## src/rtl/mem_stage_pkg.sv

```systemverilog
// Shared definitions for the memory-access stage and its MEM/WB register bank.
package mem_stage_pkg;

    localparam int DATA_W_DEF = 16;

    // Write-back source select carried alongside the instruction
    typedef enum logic [1:0] {
        RS_PC2   = 2'b00,
        RS_MEM   = 2'b01,
        RS_ALU   = 2'b10,
        RS_CONST = 2'b11
    } reg_src_e;

    // Access state: IDLE accepts new work, WAIT holds an outstanding access
    typedef enum logic {
        IDLE = 1'b0,
        WAIT = 1'b1
    } state_e;

endpackage

```

## src/rtl/mem_wb_reg.sv

```systemverilog
// MEM/WB pipeline register bank: valid follows the load strobe every cycle,
// payload fields (including the error flag) only change when a result retires.
module mem_wb_reg
    import mem_stage_pkg::*;
#(
    parameter int DATA_W = DATA_W_DEF
) (
    input  logic              clk,
    input  logic              rst,
    input  logic              load_i,
    input  logic              err_i,
    input  logic [1:0]        reg_src_i,
    input  logic              alu_jmp_i,
    input  logic [DATA_W-1:0] alu_out_i,
    input  logic [DATA_W-1:0] read_data_i,
    input  logic [DATA_W-1:0] pc_plus_two_i,
    input  logic [DATA_W-1:0] const_sel_i,
    input  logic [DATA_W-1:0] imm_jmp_i,
    output logic              valid_o,
    output logic              err_o,
    output logic [1:0]        reg_src_o,
    output logic              alu_jmp_o,
    output logic [DATA_W-1:0] alu_out_o,
    output logic [DATA_W-1:0] read_data_o,
    output logic [DATA_W-1:0] pc_plus_two_o,
    output logic [DATA_W-1:0] const_sel_o,
    output logic [DATA_W-1:0] imm_jmp_o
);

    logic              valid_q;
    logic              err_q;
    logic [1:0]        reg_src_q;
    logic              alu_jmp_q;
    logic [DATA_W-1:0] alu_out_q;
    logic [DATA_W-1:0] read_data_q;
    logic [DATA_W-1:0] pc_plus_two_q;
    logic [DATA_W-1:0] const_sel_q;
    logic [DATA_W-1:0] imm_jmp_q;

    // Clear on reset; otherwise pulse valid per retirement and hold payload between retirements
    always_ff @(posedge clk) begin
        if (!rst) begin
            valid_q       <= 1'b0;
            err_q         <= 1'b0;
            reg_src_q     <= 2'b00;
            alu_jmp_q     <= 1'b0;
            alu_out_q     <= '0;
            read_data_q   <= '0;
            pc_plus_two_q <= '0;
            const_sel_q   <= '0;
            imm_jmp_q     <= '0;
        end else begin
            valid_q <= load_i;
            if (load_i) begin
                err_q         <= err_i;
                reg_src_q     <= reg_src_i;
                alu_jmp_q     <= alu_jmp_i;
                alu_out_q     <= alu_out_i;
                read_data_q   <= read_data_i;
                pc_plus_two_q <= pc_plus_two_i;
                const_sel_q   <= const_sel_i;
                imm_jmp_q     <= imm_jmp_i;
            end
        end
    end

    assign valid_o       = valid_q;
    assign err_o         = err_q;
    assign reg_src_o     = reg_src_q;
    assign alu_jmp_o     = alu_jmp_q;
    assign alu_out_o     = alu_out_q;
    assign read_data_o   = read_data_q;
    assign pc_plus_two_o = pc_plus_two_q;
    assign const_sel_o   = const_sel_q;
    assign imm_jmp_o     = imm_jmp_q;

endmodule

```

## src/rtl/mem_stage.sv

```systemverilog
// Memory-access stage: issues loads/stores over a request/done handshake,
// stalls upstream while an access is outstanding, and retires into MEM/WB.
module mem_stage
    import mem_stage_pkg::*;
#(
    parameter int DATA_W  = DATA_W_DEF,
    parameter int TIMEOUT = 15
) (
    input  logic              clk,
    input  logic              rst,
    input  logic              in_valid,
    input  logic              flush,
    input  logic              MemRead,
    input  logic              MemWrite,
    input  logic [1:0]        RegSrc_in,
    input  logic              ALUJmp_in,
    input  logic [DATA_W-1:0] ALU_output_in,
    input  logic [DATA_W-1:0] store_data,
    input  logic [DATA_W-1:0] pc_plus_two_in,
    input  logic [DATA_W-1:0] ConstSel_in,
    input  logic [DATA_W-1:0] ImmJmp_in,
    output logic              mem_en,
    output logic              mem_wr,
    output logic [DATA_W-1:0] mem_addr,
    output logic [DATA_W-1:0] mem_wdata,
    input  logic [DATA_W-1:0] mem_rdata,
    input  logic              mem_done,
    output logic              stall,
    output logic              wb_valid,
    output logic              wb_err,
    output logic [1:0]        wb_RegSrc,
    output logic              wb_ALUJmp,
    output logic [DATA_W-1:0] wb_ALU_output,
    output logic [DATA_W-1:0] wb_read_data,
    output logic [DATA_W-1:0] wb_pc_plus_two,
    output logic [DATA_W-1:0] wb_ConstSel,
    output logic [DATA_W-1:0] wb_ImmJmp
);

    localparam int CNT_W = $clog2(TIMEOUT + 1);

    state_e            state_q, state_d;
    logic [CNT_W-1:0]  cnt_q, cnt_d;

    logic              memop;
    logic              is_load;
    logic              misaligned;
    logic              accept;
    logic              issue;
    logic              at_limit;
    logic              retire;
    logic              ret_err;
    logic [DATA_W-1:0] ret_rdata;

    // A read+write combination is treated as a store, so it never returns data
    assign memop      = MemRead | MemWrite;
    assign is_load    = MemRead & ~MemWrite;
    assign misaligned = ALU_output_in[0];
    assign accept     = in_valid & ~flush & (state_q == IDLE);
    assign issue      = accept & memop & ~misaligned;
    assign at_limit   = (cnt_q == CNT_W'(TIMEOUT - 1));

    // State and wait counter register; reset abandons any outstanding access
    always_ff @(posedge clk) begin
        if (!rst) begin
            state_q <= IDLE;
            cnt_q   <= '0;
        end else begin
            state_q <= state_d;
            cnt_q   <= cnt_d;
        end
    end

    // Enter WAIT only when the request was not answered in its own cycle; leave on done or timeout
    always_comb begin
        state_d = state_q;
        cnt_d   = cnt_q;
        unique case (state_q)
            IDLE: begin
                if (issue && !mem_done) begin
                    state_d = WAIT;
                    cnt_d   = '0;
                end
            end
            WAIT: begin
                if (mem_done || at_limit) begin
                    state_d = IDLE;
                    cnt_d   = '0;
                end else begin
                    cnt_d = cnt_q + CNT_W'(1);
                end
            end
            default: begin
                state_d = IDLE;
                cnt_d   = '0;
            end
        endcase
    end

    // Request strobe, stall and retirement payload; all quiet while reset is held
    always_comb begin
        mem_en    = 1'b0;
        stall     = 1'b0;
        retire    = 1'b0;
        ret_err   = 1'b0;
        ret_rdata = '0;
        if (rst) begin
            unique case (state_q)
                IDLE: begin
                    mem_en    = issue;
                    stall     = issue & ~mem_done;
                    retire    = accept & (~memop | misaligned | mem_done);
                    ret_err   = accept & memop & misaligned;
                    ret_rdata = (issue && mem_done && is_load) ? mem_rdata : '0;
                end
                WAIT: begin
                    stall     = ~mem_done & ~at_limit;
                    retire    = mem_done | at_limit;
                    ret_err   = ~mem_done;
                    ret_rdata = (mem_done && is_load) ? mem_rdata : '0;
                end
                default: begin
                    stall = 1'b0;
                end
            endcase
        end
    end

    assign mem_wr    = mem_en & MemWrite;
    assign mem_addr  = ALU_output_in;
    assign mem_wdata = store_data;

    mem_wb_reg #(
        .DATA_W (DATA_W)
    ) u_mem_wb_reg (
        .clk           (clk),
        .rst           (rst),
        .load_i        (retire),
        .err_i         (ret_err),
        .reg_src_i     (RegSrc_in),
        .alu_jmp_i     (ALUJmp_in),
        .alu_out_i     (ALU_output_in),
        .read_data_i   (ret_rdata),
        .pc_plus_two_i (pc_plus_two_in),
        .const_sel_i   (ConstSel_in),
        .imm_jmp_i     (ImmJmp_in),
        .valid_o       (wb_valid),
        .err_o         (wb_err),
        .reg_src_o     (wb_RegSrc),
        .alu_jmp_o     (wb_ALUJmp),
        .alu_out_o     (wb_ALU_output),
        .read_data_o   (wb_read_data),
        .pc_plus_two_o (wb_pc_plus_two),
        .const_sel_o   (wb_ConstSel),
        .imm_jmp_o     (wb_ImmJmp)
    );

endmodule

```

## config.mk

```make
export PLATFORM = sky130hd
export DESIGN_NAME = mem_stage
export DESIGN_NICKNAME = d
export VERILOG_FILES = /design/src/rtl/mem_stage_pkg.sv /design/src/rtl/mem_wb_reg.sv /design/src/rtl/mem_stage.sv
export SDC_FILE = /design/constraint.sdc
export NUM_CORES = 1
export LEC_CHECK = 0
export ABC_AREA = 1
export CORE_ASPECT_RATIO = 1.25
export CORE_MARGIN = 10
export CORE_UTILIZATION = 43
export CTS_CLUSTER_DIAMETER = 200
export DETAILED_ROUTE_END_ITERATION = 10
export MAX_ROUTING_LAYER = met4
export PLACE_DENSITY = 0.94
export SLEW_MARGIN = 0
export SYNTH_ARGS = -nofsm -noshare
export SYNTH_HDL_FRONTEND = slang
export SYNTH_HIERARCHICAL = 1
export SYNTH_SLANG_ARGS = --single-unit
```

## constraint.sdc

```tcl
create_clock -name clk -period 5 [get_ports clk]
set_input_delay 1 -clock clk [delete_from_list [all_inputs] [get_ports clk]]
set_output_delay 1 -clock clk [all_outputs]
set_load 0.005 [all_outputs]
```

==> results of run 1 <==
[cells in the mapped netlist (all sizes together)]
| cell | n | share of area |
|---|---|---|
| inv | 93 | 0.082 |
| clkbuf | 3 | 0.0027 |
| buf | 59 | 0.10 |
| a21oi | 9 | 0.013 |
| nor3 | 1 | 0.0012 |
| nand2 | 199 | 0.18 |
| nor2 | 192 | 0.17 |
| or2 | 1 | 0.0015 |
| dfxtp | 90 | 0.43 |
| o21ai | 1 | 0.0012 |
| nor4 | 1 | 0.0050 |
| nand3 | 6 | 0.0071 |
| and2 | 1 | 0.0021 |
| ha | 2 | 0.0059 |
[metal layers]
layer,wire length (µm),share of wire,vias up,track usage
li1,-,-,2141,-
met1,4700,0.40,1769,0.173
met2,5540,0.47,163,0.272
met3,1260,0.11,32,0.0691
met4,363,0.031,0,0.0738
met5,0,0,-,-
[power by group through the flow]
stage / registers, W / clock network, W / logic [W]
floorplan: 0.000795 / 0 / 0.000141
global placement: 0.000790 / 0 / 0.000302
detailed placement: 0.000792 / 0 / 0.000308
CTS: 0.000776 / 0.000789 / 0.000310
global route: 0.000781 / 0.000821 / 0.000340
finish: 0.000776 / 0.000769 / 0.000306
[through the flow]
stage,instance area [µm²],util,power (W)
after floorplan,4230,-,0.000937
after global placement,5920,0.616,0.00109
after detailed placement,5920,0.616,0.00110
after CTS,6260,0.652,0.00187
after global routing,6270,0.652,0.00194
final,6270,0.652,0.00185
[cells by family (layout without fill, tap and decap cells)]
group,Yosys count,in the layout
fa+ha+maj,2,2
compound gates,10,10
simple gates,401,401
buf+inv,155,304
other cells,0,1
flops,90,90
[worst max-delay path by stage]
stage,from,to,slack [ns]
detailed placement,in_valid,mem_wr,1.24
CTS,in_valid,mem_wr,1.19
global placement,in_valid,mem_wr,1.27
finish,in_valid,mem_wr,1.22
global route,in_valid,mem_wr,1.15
floorplan,in_valid,mem_wr,2.42
[state kept, by name, summed over array words and instances, names as in the netlist]
signal	flops
u_mem_wb_reg/pc_plus_two_o	16
u_mem_wb_reg/err_o	1
state_q	1
u_mem_wb_reg/alu_jmp_o	1
u_mem_wb_reg/alu_out_o	16
u_mem_wb_reg/const_sel_o	16
u_mem_wb_reg/valid_o	1
u_mem_wb_reg/reg_src_o	2
u_mem_wb_reg/read_data_o	16
u_mem_wb_reg/imm_jmp_o	16
cnt_q	4
[area by class of cell]
| class | count | area (µm²) | share of cell area |
|---|---|---|---|
| Timing Repair Buffer | 196 | 1970 | 0.315 |
| Sequential cell | 90 | 1800 | 0.288 |
| Multi-Input combinational cell | 413 | 1640 | 0.262 |
| Inverter | 93 | 349 | 0.0557 |
| Clock buffer | 10 | 239 | 0.0381 |
| Tap cell | 126 | 158 | 0.0252 |
| Clock inverter | 5 | 103 | 0.0164 |
| Antenna cell | 1 | 2.50 | 0.000399 |
[layout by cell type, fill, tap and decap left out, drive strengths merged]
cell,synthesis,final
nor2,192,192
clkinvlp,0,1
nor3,1,1
nor4,1,1
inv,93,93
diode,0,1
a21oi,9,9
or2,1,1
nand3,6,6
clkbuf,3,10
and2,1,1
ha,2,2
nand2,199,199
o21ai,1,1
clkdlybuf4s50,0,192
dfxtp,90,90
buf,59,4
clkinv,0,1
bufinv,0,3
[worst max-delay path: cells and delay by family]
family	cells	cell delay, ns
buffers and inverters	2	1.04
AND/OR/NAND/NOR	5	0.74
==> results.sh, run 1 <==
export IMPL_outcome="complete, no violations"
export IMPL_synthAdderAreaFrac=0.00591
export IMPL_p_int_w=0.00144
export IMPL_p_clk_frac=0.416
export IMPL_slew_headroom=0.390
export IMPL_startpoint_type="input pin"
export IMPL_max_slew_worst_pin_slew_ns=0.913
export IMPL_hold_path_class="reg2reg"
export IMPL_ys_ff_latch=90
export IMPL_die_h_um=131
export IMPL_port_buffers=193
export IMPL_grt_pass1_vias=3923
export IMPL_cp_end_kind="primary output"
export IMPL_fin_crit_sh=0.756
export IMPL_cts_resized_gates=0
export IMPL_grtUsageTotal=0.167
export IMPL_clk_latency_ns=0.33
export IMPL_first_pass_iters=4
export IMPL_arrival_ns=2.78
export IMPL_viasPerCell=4.40
export IMPL_path_clk_slew_ns=0.06
export IMPL_antenna_found_initial=1
export IMPL_min_delay_start="u_mem_wb_reg/const_sel_o[11]$_SDFFE_PN0P_"
export IMPL_p_switching_w=0.000415
export IMPL_synth_compound_area_frac=0.0145
export IMPL_timing_hold_ws_ns=0.467
export IMPL_power_density_mw_per_mm2=295
export IMPL_cp_required_ns=4.00
export IMPL_drtIter0Drc=112
export IMPL_cts_tree="yes"
export IMPL_fmax_mhz=264
export IMPL_min_to="u_mem_wb_reg/const_sel_o[11]$_SDFFE_PN0P_"
export IMPL_h_tree_depth=3
export IMPL_synth_xor_area_frac=0
export IMPL_hold_buffers=0
export IMPL_reg2reg_from="state_q$_SDFF_PN0_"
export IMPL_synth_yosys_warnings=6
export IMPL_row_count=40
export IMPL_reg2reg_to="u_mem_wb_reg/const_sel_o[4]$_SDFFE_PN0P_"
export IMPL_overflow=0
export IMPL_synth_cells=658
export IMPL_yosysSeqAreaShare=0.426
export IMPL_vdd_drop_max_mv=0.195
export IMPL_clock_sinks=90
export IMPL_post_cts_buffers=0
export IMPL_detail_route_antenna_nets=0
export IMPL_cpPeakStageDelay_ns=0.59
export IMPL_grt_pass1_wl_um=18500
export IMPL_areaGrowthSynthToFinish_pct=48.0
export IMPL_fin_ws_ns=1.22
export IMPL_slew_viol_final=0
export IMPL_synth_area_per_cell_um2=6.43
export IMPL_pwr_share_comb=0.165
export IMPL_wl_per_cell_um=12.7
export IMPL_preCtsSetupSlack_ns=1.24
export IMPL_drive_above_1_share=0.0322
export IMPL_clockRootBuffer="clkbuf_16"
export IMPL_die_x_um=109
export IMPL_setup_viol=0
export IMPL_synth_top_family_by_area="simple AND/OR/NAND/NOR gates"
export IMPL_placed_cells=918
export IMPL_fin_cells=934
export IMPL_final_fill_count=813
export IMPL_hold_viol=0
export IMPL_worst_path_max_delay_cell="clkdlybuf4s50_1"
export IMPL_num_io_pins=226
export IMPL_place_congestion=0.794
export IMPL_hold_depth=2
export IMPL_rsz0062_at_grt="false"
export IMPL_fin_nets=911
export IMPL_synth_simple_gate_area_frac=0.364
export IMPL_finClkSkew_ns=0.00760
export IMPL_regToRegSetupSlack_ns=2.51
export IMPL_ff2ff_path_depth=9
export IMPL_fin_setup_tns_ns=0
export IMPL_power_leakage_nw=2.76
export IMPL_cp_max_fo=3
export IMPL_start_util=0.441
export IMPL_syn_cell_area_mm2=0.00423
export IMPL_drt_wl_total_um=11900
export IMPL_muxShareOfSynthArea=0
export IMPL_swShare=0.224
export IMPL_synth_nets=766
export IMPL_critical_path_class="in2out"
export IMPL_layout_min_cycle_time_ns=3.78
export IMPL_cts_made_buffers=9
export IMPL_crit_chain="clkdlybuf4s50_1, nand2_1, nor2_1, and2_4, nand2_1, nor3_1, clkdlybuf4s50_1"
export IMPL_cts_buffer_depth=2
export IMPL_dieArea_mm2=0.0142
export IMPL_grt_start_max_net_pins=88
export IMPL_drc=0
export IMPL_dp_hpwl_um=8920
export IMPL_fp_coreArea_mm2=0.00961
export IMPL_num_vias=4105
export IMPL_pwr_share_seq=0.419
export IMPL_synth_distinct_cells=19
export IMPL_drv_cap=0
(Power assumes the default switching activity.)
==> run 2: changes to the inputs <==
--- a/config.mk
+++ b/config.mk
@@ -8,11 +8,11 @@
 export ABC_AREA = 1
 export CORE_ASPECT_RATIO = 1.25
 export CORE_MARGIN = 10
-export CORE_UTILIZATION = 43
+export CORE_UTILIZATION = 36
 export CTS_CLUSTER_DIAMETER = 200
 export DETAILED_ROUTE_END_ITERATION = 10
 export MAX_ROUTING_LAYER = met4
-export PLACE_DENSITY = 0.94
+export PLACE_DENSITY = 0.85
 export SLEW_MARGIN = 0
 export SYNTH_ARGS = -nofsm -noshare
 export SYNTH_HDL_FRONTEND = slang
==> constraint.sdc (replaced) <==
create_clock -name clk -period 3.1 [get_ports clk]
set_input_delay 0.62 -clock clk [delete_from_list [all_inputs] [get_ports clk]]
set_output_delay 0.62 -clock clk [all_outputs]
set_load 0.005 [all_outputs]
==> results.sh, run 2 (synthesized netlist as in run 1, its figures left out) <==
export IMPL_outcome="complete, no violations"
export IMPL_die_h_um=141
export IMPL_startpoint_type="input pin"
export IMPL_first_pass_iters=4
export IMPL_grt_start_max_net_pins=122
export IMPL_crit_chain="clkdlybuf4s50_1, nand2_1, nor2_1, and2_4, nand2_1, nor3_1, clkdlybuf4s50_1"
export IMPL_dieArea_mm2=0.0165
export IMPL_grt_pass1_vias=3815
export IMPL_post_route_util=0.538
export IMPL_pwr_share_comb=0.178
export IMPL_fin_setup_tns_ns=0
export IMPL_slew_headroom=0.387
export IMPL_slew_viol_final=0
export IMPL_power_leakage_nw=2.73
export IMPL_place_congestion=0.762
export IMPL_cp_end_kind="primary output"
export IMPL_cts_made_buffers=9
export IMPL_antenna_found_initial=0
export IMPL_port_buffers=193
export IMPL_path_clk_slew_ns=0.07
export IMPL_postLayoutCellArea_mm2=0.00622
export IMPL_drt_wl_total_um=11900
export IMPL_final_fill_count=1139
export IMPL_power_w=0.00277
export IMPL_drive_above_1_share=0.0370
export IMPL_viasPerCell=4.25
export IMPL_dp_hpwl_um=8860
export IMPL_setup_viol=0
export IMPL_num_vias=4029
export IMPL_cts_tree="yes"
export IMPL_clockRootBuffer="clkbuf_16"
export IMPL_multiInputGateArea_mm2=0.00164
export IMPL_finClkSkew_ns=0.00762
export IMPL_wl_per_cell_um=12.5
export IMPL_drc=0
export IMPL_areaGrowthSynthToFinish_pct=47.0
export IMPL_h_tree_depth=3
export IMPL_grt_pass1_wl_um=18200
export IMPL_swShare=0.255
export IMPL_post_cts_buffers=0
export IMPL_arrival_ns=2.39
export IMPL_rsz0062_at_grt="false"
export IMPL_diodes=0
export IMPL_cts_buffer_depth=2
export IMPL_cpPeakStageDelay_ns=0.56
export IMPL_place_area_mm2=0.00595
export IMPL_cp_required_ns=2.48
export IMPL_fmax_mhz=332
export IMPL_clk_latency_ns=0.33
export IMPL_p_switching_w=0.000706
export IMPL_vdd_drop_max_mv=0.218
export IMPL_layout_common_cells="nand2_1 (199), clkdlybuf4s50_1 (192), nor2_1 (191)"
export IMPL_num_io_pins=226
export IMPL_p_clk_frac=0.370
export IMPL_power_density_mw_per_mm2=444
export IMPL_fin_crit_sh=0.971
export IMPL_row_count=44
export IMPL_hold_buffers=0
export IMPL_layout_commonest_cell="nand2_1"
export IMPL_p_int_w=0.00206
export IMPL_hold_viol=0
export IMPL_layout_min_cycle_time_ns=3.01
export IMPL_critical_path_class="in2out"
export IMPL_drv_cap=0
export IMPL_clock_sinks=90
export IMPL_pwr_share_seq=0.452
export IMPL_detail_route_antenna_nets=0
export IMPL_max_slew_worst_pin_slew_ns=0.920
export IMPL_grtUsageTotal=0.141
export IMPL_hold_path_class="reg2reg"
export IMPL_start_util=0.366
export IMPL_cts_resized_gates=0
export IMPL_fin_nets=914
export IMPL_overflow=0
export IMPL_die_x_um=117
export IMPL_worst_path_max_delay_cell="clkdlybuf4s50_1"
export IMPL_fp_coreArea_mm2=0.0116
export IMPL_cp_max_fo=3
export IMPL_drtIter0Drc=152
export IMPL_regArea_mm2=0.00180
==> run 2: cell count changes in the layout (fill, tap and decap cells not counted), sizes merged <==
cell	previous run	this run
bufinv	3	0
diode	1	0
clkinv	1	2
buf	4	7
clkinvlp	1	2
clkbuf	10	9
inv	93	96
==> run 2: path summary, 6_finish.rpt <==
kind              slack [ns]                                   endpoint                                    from  cells past startpoint
setup / recovery        0.09                                     mem_wr                                in_valid                      7
hold / removal          0.47     u_mem_wb_reg/alu_out_o[0]$_SDFFE_PN0P_  u_mem_wb_reg/alu_out_o[0]$_SDFFE_PN0P_                      2
setup reg to reg        1.05  u_mem_wb_reg/const_sel_o[10]$_SDFFE_PN0P_                      state_q$_SDFF_PN0_                      9
hold reg to reg         0.47     u_mem_wb_reg/alu_out_o[0]$_SDFFE_PN0P_  u_mem_wb_reg/alu_out_o[0]$_SDFFE_PN0P_                      2
==> run 2: area by class of cell <==
type / count / area share
clock buffers: 9 / 0.0362
clock inverters: 7 / 0.00824
inverters: 93 / 0.0561
multi-input cells: 413 / 0.263
flip-flops and latches: 90 / 0.290
well taps: 138 / 0.0277
repair buffers: 199 / 0.319
==> run 2: layer usage <==
layer | global-route usage | vias up | share of wire
li1 | - | 2146 | -
met1 | 0.156 | 1720 | 0.43
met2 | 0.223 | 143 | 0.45
met3 | 0.0485 | 20 | 0.098
met4 | 0.0658 | 0 | 0.022
met5 | - | - | 0
==> run 2: power groups by stage <==
stage / clock, W / sequential (W) / combinational [W]
finish: 0.00102 / 0.00125 / 0.000492
global route: 0.00111 / 0.00126 / 0.000549
CTS: 0.00107 / 0.00125 / 0.000501
detailed placement: 0 / 0.00128 / 0.000499
global placement: 0 / 0.00127 / 0.000493
floorplan: 0 / 0.00128 / 0.000228
==> run 2: stage by stage <==
stage / cells / hold slack, ns / worst slack [ns]
6_report: 949 / 0.468 / 0.0907
5_1_grt: 949 / 0.481 / 0.0114
4_1_cts: 949 / 0.471 / 0.0833
3_5_place_dp: 933 / 0.461 / 0.0830
3_3_place_gp: 933 / 0.456 / 0.0937
2_1_floorplan: 658 / 0.457 / 1.28
==> run 2: critical path: cells and delay by family <==
kind / cells / cell delay, ns
buffers and inverters: 2 / 1.01
and+or+nand+nor: 5 / 0.77
